### src/rtl/led_pattern_gen_pkg.sv
// Shared encodings for the LED pattern generator: display modes, bounce
// direction and the per-bit initial pattern of each mode.
package led_pattern_gen_pkg;

  typedef enum logic [1:0] {
    ModeBlink     = 2'b00,
    ModeAlternate = 2'b01,
    ModeChase     = 2'b10,
    ModeBounce    = 2'b11
  } mode_e;

  typedef enum logic {
    DirUp   = 1'b0,
    DirDown = 1'b1
  } dir_e;

  // Value of LED bit idx when a mode is (re)loaded.
  function automatic logic init_bit(mode_e mode, int unsigned idx);
    logic bit_val;
    case (mode)
      ModeBlink:     bit_val = 1'b1;
      ModeAlternate: bit_val = ((idx % 2) == 0);
      default:       bit_val = (idx == 0);
    endcase
    return bit_val;
  endfunction

endpackage

### src/rtl/tick_gen.sv
// Step prescaler: counts enabled cycles and flags the terminal count of the
// current step period (TICK_CYCLES >> Speed).
module tick_gen #(
  parameter int unsigned TICK_CYCLES = 50_000_000
) (
  input  logic       CLOCK_50,
  input  logic       Resetn,
  input  logic       Enable,
  input  logic [1:0] Speed,
  input  logic       Clear,
  output logic       Terminal
);

  localparam int unsigned CntW = $clog2(TICK_CYCLES);

  logic [CntW-1:0] count_q, count_d;
  logic [31:0]     limit;
  logic            at_limit;

  // Terminal uses >= so a Speed change that leaves the count past the new
  // limit still produces exactly one step on the next enabled edge.
  always_comb begin
    limit    = (TICK_CYCLES >> Speed) - 32'd1;
    at_limit = (32'(count_q) >= limit);
    Terminal = Enable && !Clear && at_limit;
    if (Clear || Terminal) begin
      count_d = '0;
    end else if (Enable) begin
      count_d = count_q + CntW'(1);
    end else begin
      count_d = count_q;
    end
  end

  // Count register.
  always_ff @(posedge CLOCK_50 or negedge Resetn) begin
    if (!Resetn) begin
      count_q <= '0;
    end else begin
      count_q <= count_d;
    end
  end

endmodule

### src/rtl/led_pattern_gen.sv
// LED pattern generator: blink, alternate, chase and bounce patterns stepped
// by a prescaled tick. LED and Tick are registered; a mode change reloads the
// pattern and restarts the prescaler.
module led_pattern_gen
  import led_pattern_gen_pkg::*;
#(
  parameter int unsigned NUM_LEDS    = 18,
  parameter int unsigned TICK_CYCLES = 50_000_000
) (
  input  logic                CLOCK_50,
  input  logic                Resetn,
  input  logic                Enable,
  input  logic [1:0]          Mode,
  input  logic [1:0]          Speed,
  output logic [NUM_LEDS-1:0] LED,
  output logic                Tick
);

  mode_e               mode_in, mode_q;
  dir_e                dir_q, step_dir;
  logic [NUM_LEDS-1:0] led_q, init_led, step_led, shifted;
  logic                mode_chg, terminal, tick_q;

  tick_gen #(
    .TICK_CYCLES(TICK_CYCLES)
  ) u_tick_gen (
    .CLOCK_50(CLOCK_50),
    .Resetn  (Resetn),
    .Enable  (Enable),
    .Speed   (Speed),
    .Clear   (mode_chg),
    .Terminal(terminal)
  );

  // Mode change detection and the initial pattern of the requested mode.
  always_comb begin
    mode_in  = mode_e'(Mode);
    mode_chg = (mode_in != mode_q);
    init_led = '0;
    for (int unsigned i = 0; i < NUM_LEDS; i++) begin
      init_led[i] = init_bit(mode_in, i);
    end
  end

  // Next pattern value for a step in the current mode.
  always_comb begin
    step_led = led_q;
    step_dir = dir_q;
    shifted  = '0;
    case (mode_q)
      ModeBlink, ModeAlternate: step_led = ~led_q;
      // With one LED the rotate degenerates to holding the value.
      ModeChase: step_led = (led_q << 1) | (led_q >> (NUM_LEDS - 1));
      ModeBounce: begin
        if (NUM_LEDS > 1) begin
          if (dir_q == DirUp) begin
            shifted = led_q << 1;
            if (shifted[NUM_LEDS-1]) step_dir = DirDown;
          end else begin
            shifted = led_q >> 1;
            if (shifted[0]) step_dir = DirUp;
          end
          step_led = shifted;
        end
      end
      default: ;
    endcase
  end

  // Pattern state; a mode change outranks a coincident terminal count.
  always_ff @(posedge CLOCK_50 or negedge Resetn) begin
    if (!Resetn) begin
      mode_q <= ModeBlink;
      dir_q  <= DirUp;
      led_q  <= '1;
      tick_q <= 1'b0;
    end else if (mode_chg) begin
      mode_q <= mode_in;
      dir_q  <= DirUp;
      led_q  <= init_led;
      tick_q <= 1'b0;
    end else if (terminal) begin
      dir_q  <= step_dir;
      led_q  <= step_led;
      tick_q <= 1'b1;
    end else begin
      tick_q <= 1'b0;
    end
  end

  assign LED  = led_q;
  assign Tick = tick_q;

endmodule

### config.mk
export PLATFORM = sky130hd
export DESIGN_NAME = led_pattern_gen
export DESIGN_NICKNAME = d
export VERILOG_FILES = /design/src/rtl/led_pattern_gen_pkg.sv /design/src/rtl/tick_gen.sv /design/src/rtl/led_pattern_gen.sv
export SDC_FILE = /design/constraint.sdc
export NUM_CORES = 1
export LEC_CHECK = 0
export CORE_UTILIZATION = 60
export DETAILED_ROUTE_END_ITERATION = 10
export DONT_BUFFER_PORTS = 1
export PLACE_DENSITY_LB_ADDON = 0.25
export REMOVE_ABC_BUFFERS = 1
export SLEW_MARGIN = 20
export SYNTH_ARGS = -nofsm -noshare
export SYNTH_HDL_FRONTEND = slang
export SYNTH_SLANG_ARGS = --single-unit
### constraint.sdc
create_clock -name CLOCK_50 -period 4.8 [get_ports CLOCK_50]
set_input_delay 0.96 -clock CLOCK_50 [delete_from_list [all_inputs] [get_ports CLOCK_50]]
set_output_delay 0.96 -clock CLOCK_50 [all_outputs]
set_load 0.03 [all_outputs]
# Word level (Yosys, flattened, before mapping)

Index checks and enable logic that the tools add are counted.

Register bits: 48
Input bits: 7
Output and inout bits: 19
Word-level logic and storage cells: 44

Add/sub/neg operators: 2
Order comparisons: 1
Equal/unequal tests: 5
Shift operators: 1
Mux-type cells: 16
Bitwise logic cells: 2
Reductions and logical operators: 12

Operators by type and width:

| operator                | number |
|---|---|
| $mux W18                | 3 |
| $pmux W18 S3            | 1 |
| $mux W26                | 2 |
| $ge A26 B32 Y1          | 1 |
| $shr A26 B2 Y32 const A | 1 |
| $sub A32 B1 Y32 const B | 1 |
| $add A26 B1 Y26 const B | 1 |
| $not A18 Y18            | 1 |
| $or A18 B1 Y18          | 1 |
| $mux W1                 | 10 |
| $reduce_bool A2 Y1      | 3 |
| $eq A2 B1 Y1 const B    | 2 |
| $eq A2 B2 Y1 const B    | 2 |
| $logic_not A2 Y1        | 2 |
| $reduce_or A2 Y1        | 2 |
| $logic_and A1 B1 Y1     | 2 |
| $ne A2 B2 Y1            | 1 |
| $reduce_and A2 Y1       | 1 |
| $logic_not A1 Y1        | 1 |
| $logic_or A1 B1 Y1      | 1 |

# Longest topological paths before layout

Gate-level depths: netlist of run 1.

Word-level depth: 6
Depth in mapped cells: 12

# Cells and area by module

Synthesis of run 1 repeated with hierarchy kept, for this count alone.

Cell total of the unflattened synthesis: 384
Area, all modules: 3460.8 um2

By module, submodules not included:

| module          | instances | cells an instance | area an instance (um2) | seq. area each (um2) |
|---|---|---|---|---|
| tick_gen        | 1         | 211               | 2031.9                 | 650.6 |
| led_pattern_gen | 1         | 173               | 1428.9                 | 573.0 |

# Worst setup path before layout of run 1

No wires, ideal clock.

Path kind: input -> register
Start: input port Speed[0]
End: register led_q[13] (netlist: LED[13])
Setup time: 0.083 ns
Data arrival time: 2.992 ns
Data required time: 4.717 ns
Path slack: 1.725 ns
Cell stages on the path: 10
Buffers on the path: 1
Path through: nor2_1 -> inv_1 -> ha_1 -> ha_1 -> nand4_2 -> a2111oi_4 -> o311ai_2 -> and2_4 -> buf_6 -> o311a_1

Word-level cells in the longest chain between the ends: 5

RTL lines:

| element                      | RTL line              | text |
|---|---|---|
| from (decl)                  | led_pattern_gen.sv:14 | `input logic [1:0] Speed,` |
| $shr A26 B2 Y32              | tick_gen.sv:23        | `limit = (TICK_CYCLES >> Speed) - 32'd1;` |
| $sub A32 B1 Y32              | tick_gen.sv:23        |  |
| $ge A26 B32 Y1               | tick_gen.sv:24        | `at_limit = (32'(count_q) >= limit);` |
| $logic_and A1 B1 Y1          | tick_gen.sv:25        | `Terminal = Enable && !Clear && at_limit;` |
| $reduce_bool A2 Y1 (no line) | n/a                   |  |
| to (signal assigned)         | led_pattern_gen.sv:80 | `led_q <= init_led;` |
| to (signal assigned)         | led_pattern_gen.sv:84 | `led_q <= step_led;` |
| to (decl)                    | led_pattern_gen.sv:21 | `logic [NUM_LEDS-1:0] led_q, init_led, step_led, shifted;` |

No other way between the ends.
A chain may end at the register's enable or synchronous reset.

# Final worst setup path of run 1

Start: input port Speed[0]
End: register led_q[5] (netlist: LED[5])

Same word-level chain as after synthesis.

==> results.yml, run 1 <==
floorplan:
  dieWidth_microns: 76.3
  top_level_ports: 26
  fp.coreArea_sq_mm: 0.00520
  die_area_sq_mm: 0.00581
  die_height_microns: 76.3
  rows: 26
  initial_core_util: 0.636
placed_design:
  routabilityCongestion: 0.820
  io_buffers: 0
  post-dp-hpwl_microns: 4750
  dp_worst_setup_slack_ns: 1.30
grt:
  antenna_violations_before_repair: 0
  number_of_global_route_vias_before_repair: 2624
  track_usage: 0.260
  grt_first_pass_wirelength_microns: 12200
  pin_count_of_the_biggest_net_entering_global_routing: 49
  global_route_total_overflow: 0
routing:
  route.detailed.drc: 0
  wl_microns: 7030
  dr_total_vias: 2573
  drt_iter0_drc: 167
  vias_per_cell: 6.35
  antenna_violating_nets_post_route: 0
  drtPass1Iterations: 4
  drt-wirelength-per-cell_microns: 17.4
power:
  power_density_mw_per_mm2: 254
  p_leak_nw: 1.56
  peakVddDrop_mv: 0.160
synthesis:
  yosys_most_used_dff: "dfrtp_1"
  number_of_enable_flip_flop_cells_after_synthesis: 0
  synth_mux_area_frac: 0.101
  post_synth_and_or_nand_nor_area_fraction: 0.191
  post_synth.cell_area_avg_sq_um: 9.53
  synth-seq-area-share: 0.370
  unique_masters_post_synth: 50
  synth.ff_latch_count: 48
  postSynth.asyncResetShare: 1.00
  synthAdderAreaFrac: 0.0825
  ys_warn_count: 0
  syn_area_sq_mm: 0.00331
  synth-compound-area-share: 0.141
  yosys.area_share.xor_xnor: 0.0688
  synthesized_instance_count: 347
  synth_top_family_by_area: "simple AND/OR/NAND/NOR gates"
final_layout:
  area_delta_synth_final_pct: 2.50
  num_antenna_cells: 0
  final_common_cell: "nor2_1"
  drive_gt1_frac: 0.107
  most-common-layout-cells: "nor2_1 (45), mux2i_1 (31), dfrtp_1 (30), nand3_1 (23)"
  num-nets-final: 362
worst_setup_path:
  setup.worst_path.class: "input pin to flip-flop"
  worst_path_cell_chain: "nor2_1 -> inv_1 -> ha_1 -> ha_1 -> a21oi_1 -> a2111oi_4 -> o311ai_2 -> and2_4 -> o311a_1"
  worst-endpoint-arrival_ns: 3.46
  critical_path_peak_fanout: 20
  timing.critical_path.required_ns: 5.05
  worst_setup_path_end_kind: "flip-flop"
  critical_path.max_stage_delay_ns: 0.61
  worstSetupStartpointType: "input pin"
  timing.critical_path.slowest_stage_cell: "o311ai_2"
  critical-path-top-cell-by-count: "ha_1"
sta:
  worst_slew_pin_slew_ns: 1.07
  slew_viol_final: 0
  fmax_mhz: 311
  worst_slack_ns: 1.59
  final_period_minus_worst_setup_slack_ns: 3.21
  setup-tns-final_ns: 0
  hold_violations_final: 0
  min_period_over_period: 0.669
  slew_margin_rel: 0.290
  clock_skew_after_layout_ns: 0.00532
  setup_violations: 0
  setup_repair_after_global_routing_missed_its_margin: "no"
worst_hold_path:
  hp-class: "input pin to async pin"
job:
  timing.max_cap.violations: 0
cts:
  cts.sink_count: 48
  cts-buffers-inserted: 5
  cts_h_tree_depth: 2
  cts.repair_timing.setup_buffer_count: 0
  cts.reportedPaths.clkPinSlew_ns: 0.09
  worstSkewPairLatency_ns: 0.31
  clockRootBuffer: "clkbuf_8"
  cts_tree: "done"
  cts.hold.buffers_added: 0
  cts-root-to-sink-buffers: 2
  cts_repair_resize_count: 0
status:
  outcome: "complete, no violations"
==> layout make-up <==
class | count | area (sq um)
multi-input combinational | 267 | 1940
fill | 441 | 1810
sequential | 48 | 1220
tap | 70 | 87.6
clock buffer | 7 | 76.3
timing repair buffer | 4 | 30.0
inverter | 8 | 30.0
clock inverter | 1 | 5.00
==> final timing paths <==
kind | to | slack (ns) | start | cells past startpoint
hold / removal | u_tick_gen.count_q[9] | 0.34 | Resetn | 0
setup / recovery | LED[5] | 1.59 | Speed[0] | 9
hold reg to reg | u_tick_gen.count_q[25] | 0.58 | u_tick_gen.count_q[25] | 2
min in group CLOCK_50 | u_tick_gen.count_q[25] | 0.58 | u_tick_gen.count_q[25] | 2
max in group asynchronous | LED[9] | 4.27 | Resetn | 0
setup reg to reg | u_tick_gen.count_q[24] | 2.15 | mode_q[1] | 6
==> per-layer routing <==
layer  GRT usage  share of wire
met1       0.354           0.47
met4      0.0769         0.0051
met5           0              0
met3      0.0491          0.047
met2       0.420           0.48
==> registers in the layout, summed over array words and instances (netlist names) <==
signal	cells
dir_q	1
u_tick_gen.count_q	26
mode_q	2
LED	18
Tick	1
==> metrics by stage <==
stage	area (sq um)	total power [mW]	utilization	hold WS, ns	std cells
floorplan	3190	0.598	-	0.516	323
global placement	3310	0.625	0.636	0.552	397
detailed placement	3310	0.631	0.636	0.562	397
CTS	3390	0.869	0.651	0.331	405
global route	3390	0.901	0.651	0.323	405
finish	3390	0.862	0.651	0.336	405
==> synthesized netlist by cell type, drive strengths merged (3+ instances only) <==
cell type  number  area [sq um]
nor2           45           169
mux2i          31           310
dfrtp          30           751
nand3          23           115
ha             21           263
nand2          21          78.8
dfstp          18           473
xor2           16           140
o311a          15           150
nand4          14          93.8
buf            12          71.3
clkbuf         12          45.0
xnor2          10          87.6
a21oi           8          40.0
inv             8          30.0
o21ai           8          40.0
and3            6          37.5
nor4            5          31.3
o211ai          4          35.0
a21o            3          22.5
nor3            3          15.0
o2111ai         3          26.3
o311ai          3          33.8
==> worst max-delay path: cells and delay by family <==
| family | cells | cell delay, ns |
|---|---|---|
| compound gates | 4 | 1.17 |
| buf+inv | 1 | 0.09 |
| simple gates | 2 | 0.64 |
| fa+ha+maj | 2 | 0.59 |
==> cells by family after synthesis <==
logic type,count (synthesis)
adder cells (fa/ha/maj),22
buffers and inverters,32
multiplexers,33
other,2
flip-flops,48
XOR/XNOR,26
AND/OR/NAND/NOR,128
AO/OA/AOI/OAI,56
==> report_power, final <==
part           leakage (nW)  internal [mW]  switching, mW
registers             0.603          0.441         0.0728
clock network        0.0422          0.103          0.135
logic                 0.919         0.0500         0.0608
total                  1.56          0.593          0.269
Note: power is estimated with default switching activity, not from simulation.
==> inputs of run 2 (changes only) <==
==> constraint.sdc (replaced) <==
create_clock -name CLOCK_50 -period 3.3 [get_ports CLOCK_50]
set_input_delay 0.66 -clock CLOCK_50 [delete_from_list [all_inputs] [get_ports CLOCK_50]]
set_output_delay 0.66 -clock CLOCK_50 [all_outputs]
set_load 0.03 [all_outputs]
==> run 2 against run 1 <==
  * Power increased by 50%
  * Global-route usage decreased by 0.72 points
  * Hold slack got worse by 0.29 ns
  * Non-clock buffer count increased by 2
  * Wire length increased by 1.2%
  * Largest cell class unchanged
==> results.yml, run 2 (synthesis gave the netlist of run 1 again) <==
worst_setup_path:
  critical_path_peak_fanout: 20
  r2r.worst_path.cells: 7
  setup.reg_to_reg.worst_slack_ns: 0.94
  crit_path_start: "Speed[0]"
  rr_startpoint: "mode_q[1]"
  worst_r2r_endpoint: "u_tick_gen.count_q[25]"
  worst_setup_path_end_kind: "flip-flop"
  worst-endpoint-arrival_ns: 2.83
  worstSetupStartpointType: "input pin"
  timing.critical_path.required_ns: 3.53
  setup.worst_path.class: "input pin to flip-flop"
final_layout:
  drive_gt1_frac: 0.116
  final_common_cell: "nor2_1"
  num_antenna_cells: 0
  most-common-layout-cells: "nor2_1 (45), mux2i_1 (31), dfrtp_1 (30), nand3_1 (23)"
  num-fill-cells: 420
  registers.top_by_ff_count: "u_tick_gen.count_q"
  area_delta_synth_final_pct: 3.52
  num-nets-final: 364
  largest_register_ffs: 26
cts:
  worstSkewPairLatency_ns: 0.30
  clockRootBuffer: "clkbuf_8"
  cts_tree: "done"
  cts.reportedPaths.clkPinSlew_ns: 0.09
  cts.sink_count: 48
  cts.hold.buffers_added: 0
  cts-buffers-inserted: 5
  cts_h_tree_depth: 2
  cts_repair_resize_count: 0
  cts.repair_timing.setup_buffer_count: 0
  cts-root-to-sink-buffers: 2
sta:
  worst_slew_pin_slew_ns: 0.931
  fmax_mhz: 385
  setup_repair_after_global_routing_missed_its_margin: "no"
  slew_viol_final: 0
  min_period_over_period: 0.788
  slew_margin_rel: 0.378
  setup_violations: 0
  final_period_minus_worst_setup_slack_ns: 2.60
  hold-worst-slack_ns: 0.0473
  clock_skew_after_layout_ns: 0.00809
  hold_violations_final: 0
routing:
  drt_iter0_drc: 235
  route.detailed.drc: 0
  wl_microns: 7120
  drt-wirelength-per-cell_microns: 17.5
  drtPass1Iterations: 4
  dr_total_vias: 2572
  antenna_violating_nets_post_route: 0
  vias_per_cell: 6.32
floorplan:
  rows: 26
  die_area_sq_mm: 0.00581
  initial_core_util: 0.636
  dieWidth_microns: 76.3
  fp.coreArea_sq_mm: 0.00520
  die_height_microns: 76.3
  top_level_ports: 26
power:
  p_leak_nw: 1.58
  power_mw: 1.29
  peakVddDrop_mv: 0.290
  power_density_mw_per_mm2: 377
placed_design:
  io_buffers: 0
  post-dp-hpwl_microns: 4790
  routabilityCongestion: 0.852
grt:
  grt_first_pass_wirelength_microns: 11900
  number_of_global_route_vias_before_repair: 2457
  antenna_violations_before_repair: 0
  track_usage: 0.252
  global_route_total_overflow: 0
  pin_count_of_the_biggest_net_entering_global_routing: 49
worst_hold_path:
  hp-class: "input pin to async pin"
job:
  timing.max_cap.violations: 0
status:
  outcome: "complete, no violations"
==> run 2: cell count changes in the layout (fill, tap and decap cells not counted), sizes merged <==
| cell | previous run | this run |
|---|---|---|
| buf | 4 | 6 |
| clkbuf | 7 | 8 |
| clkinv | 1 | 0 |
==> run 2: where the power goes <==
group / internal (mW) / total, mW / leakage [nW] / switching (mW)
sequential: 0.641 / 0.742 / 0.603 / 0.100
clock: 0.192 / 0.380 / 0.0515 / 0.188
combinational: 0.0743 / 0.168 / 0.929 / 0.0942
==> run 2: worst max path at each step <==
stage	endpoint	slack [ns]	depth (start not counted)
after floorplan	u_tick_gen.count_q[10]	-0.21	9
after global placement	LED[2]	0.45	9
after detailed placement	LED[13]	0.41	9
after CTS	LED[3]	0.71	9
after global routing	LED[17]	0.51	10
final	LED[13]	0.70	9
==> run 2: worst max-delay path, stage by stage <==
cell,delay [ns]
nor2_1,0.21
inv_1,0.08
ha_1,0.28
ha_1,0.31
nand4_2,0.12
a2111oi_4,0.40
o311ai_2,0.15
and2_4,0.25
o311a_1,0.36
==> run 2: routing by layer <==
metal | up-vias | part of all wire | track usage
met5 | - | 0 | 0
met4 | 0 | 0.0065 | 0.0808
met3 | 5 | 0.048 | 0.0551
met2 | 50 | 0.47 | 0.387
met1 | 1261 | 0.48 | 0.355
li1 | 1256 | - | -
==> run 2: cell type report <==
type | instances | area [sq um] | area share
tap | 70 | 87.6 | 0.0256
clock buffer | 8 | 100 | 0.0292
sequential | 48 | 1220 | 0.357
multi-input combinational | 267 | 1940 | 0.566
inverter | 8 | 30.0 | 0.00877
timing repair buffer | 6 | 45.0 | 0.0132
==> run 2: metrics by stage <==
| step | worst slack (ns) | std cells | util | area (sq um) | TNS [ns] |
|---|---|---|---|---|---|
| 2_1_floorplan | -0.212 | 323 | - | 3190 | -4.67 |
| 3_3_place_gp | 0.455 | 399 | 0.639 | 3320 | 0 |
| 3_5_place_dp | 0.407 | 399 | 0.639 | 3320 | 0 |
| 4_1_cts | 0.714 | 407 | 0.658 | 3420 | 0 |
| 5_1_grt | 0.511 | 407 | 0.658 | 3420 | 0 |
| 6_report | 0.700 | 407 | 0.658 | 3420 | 0 |
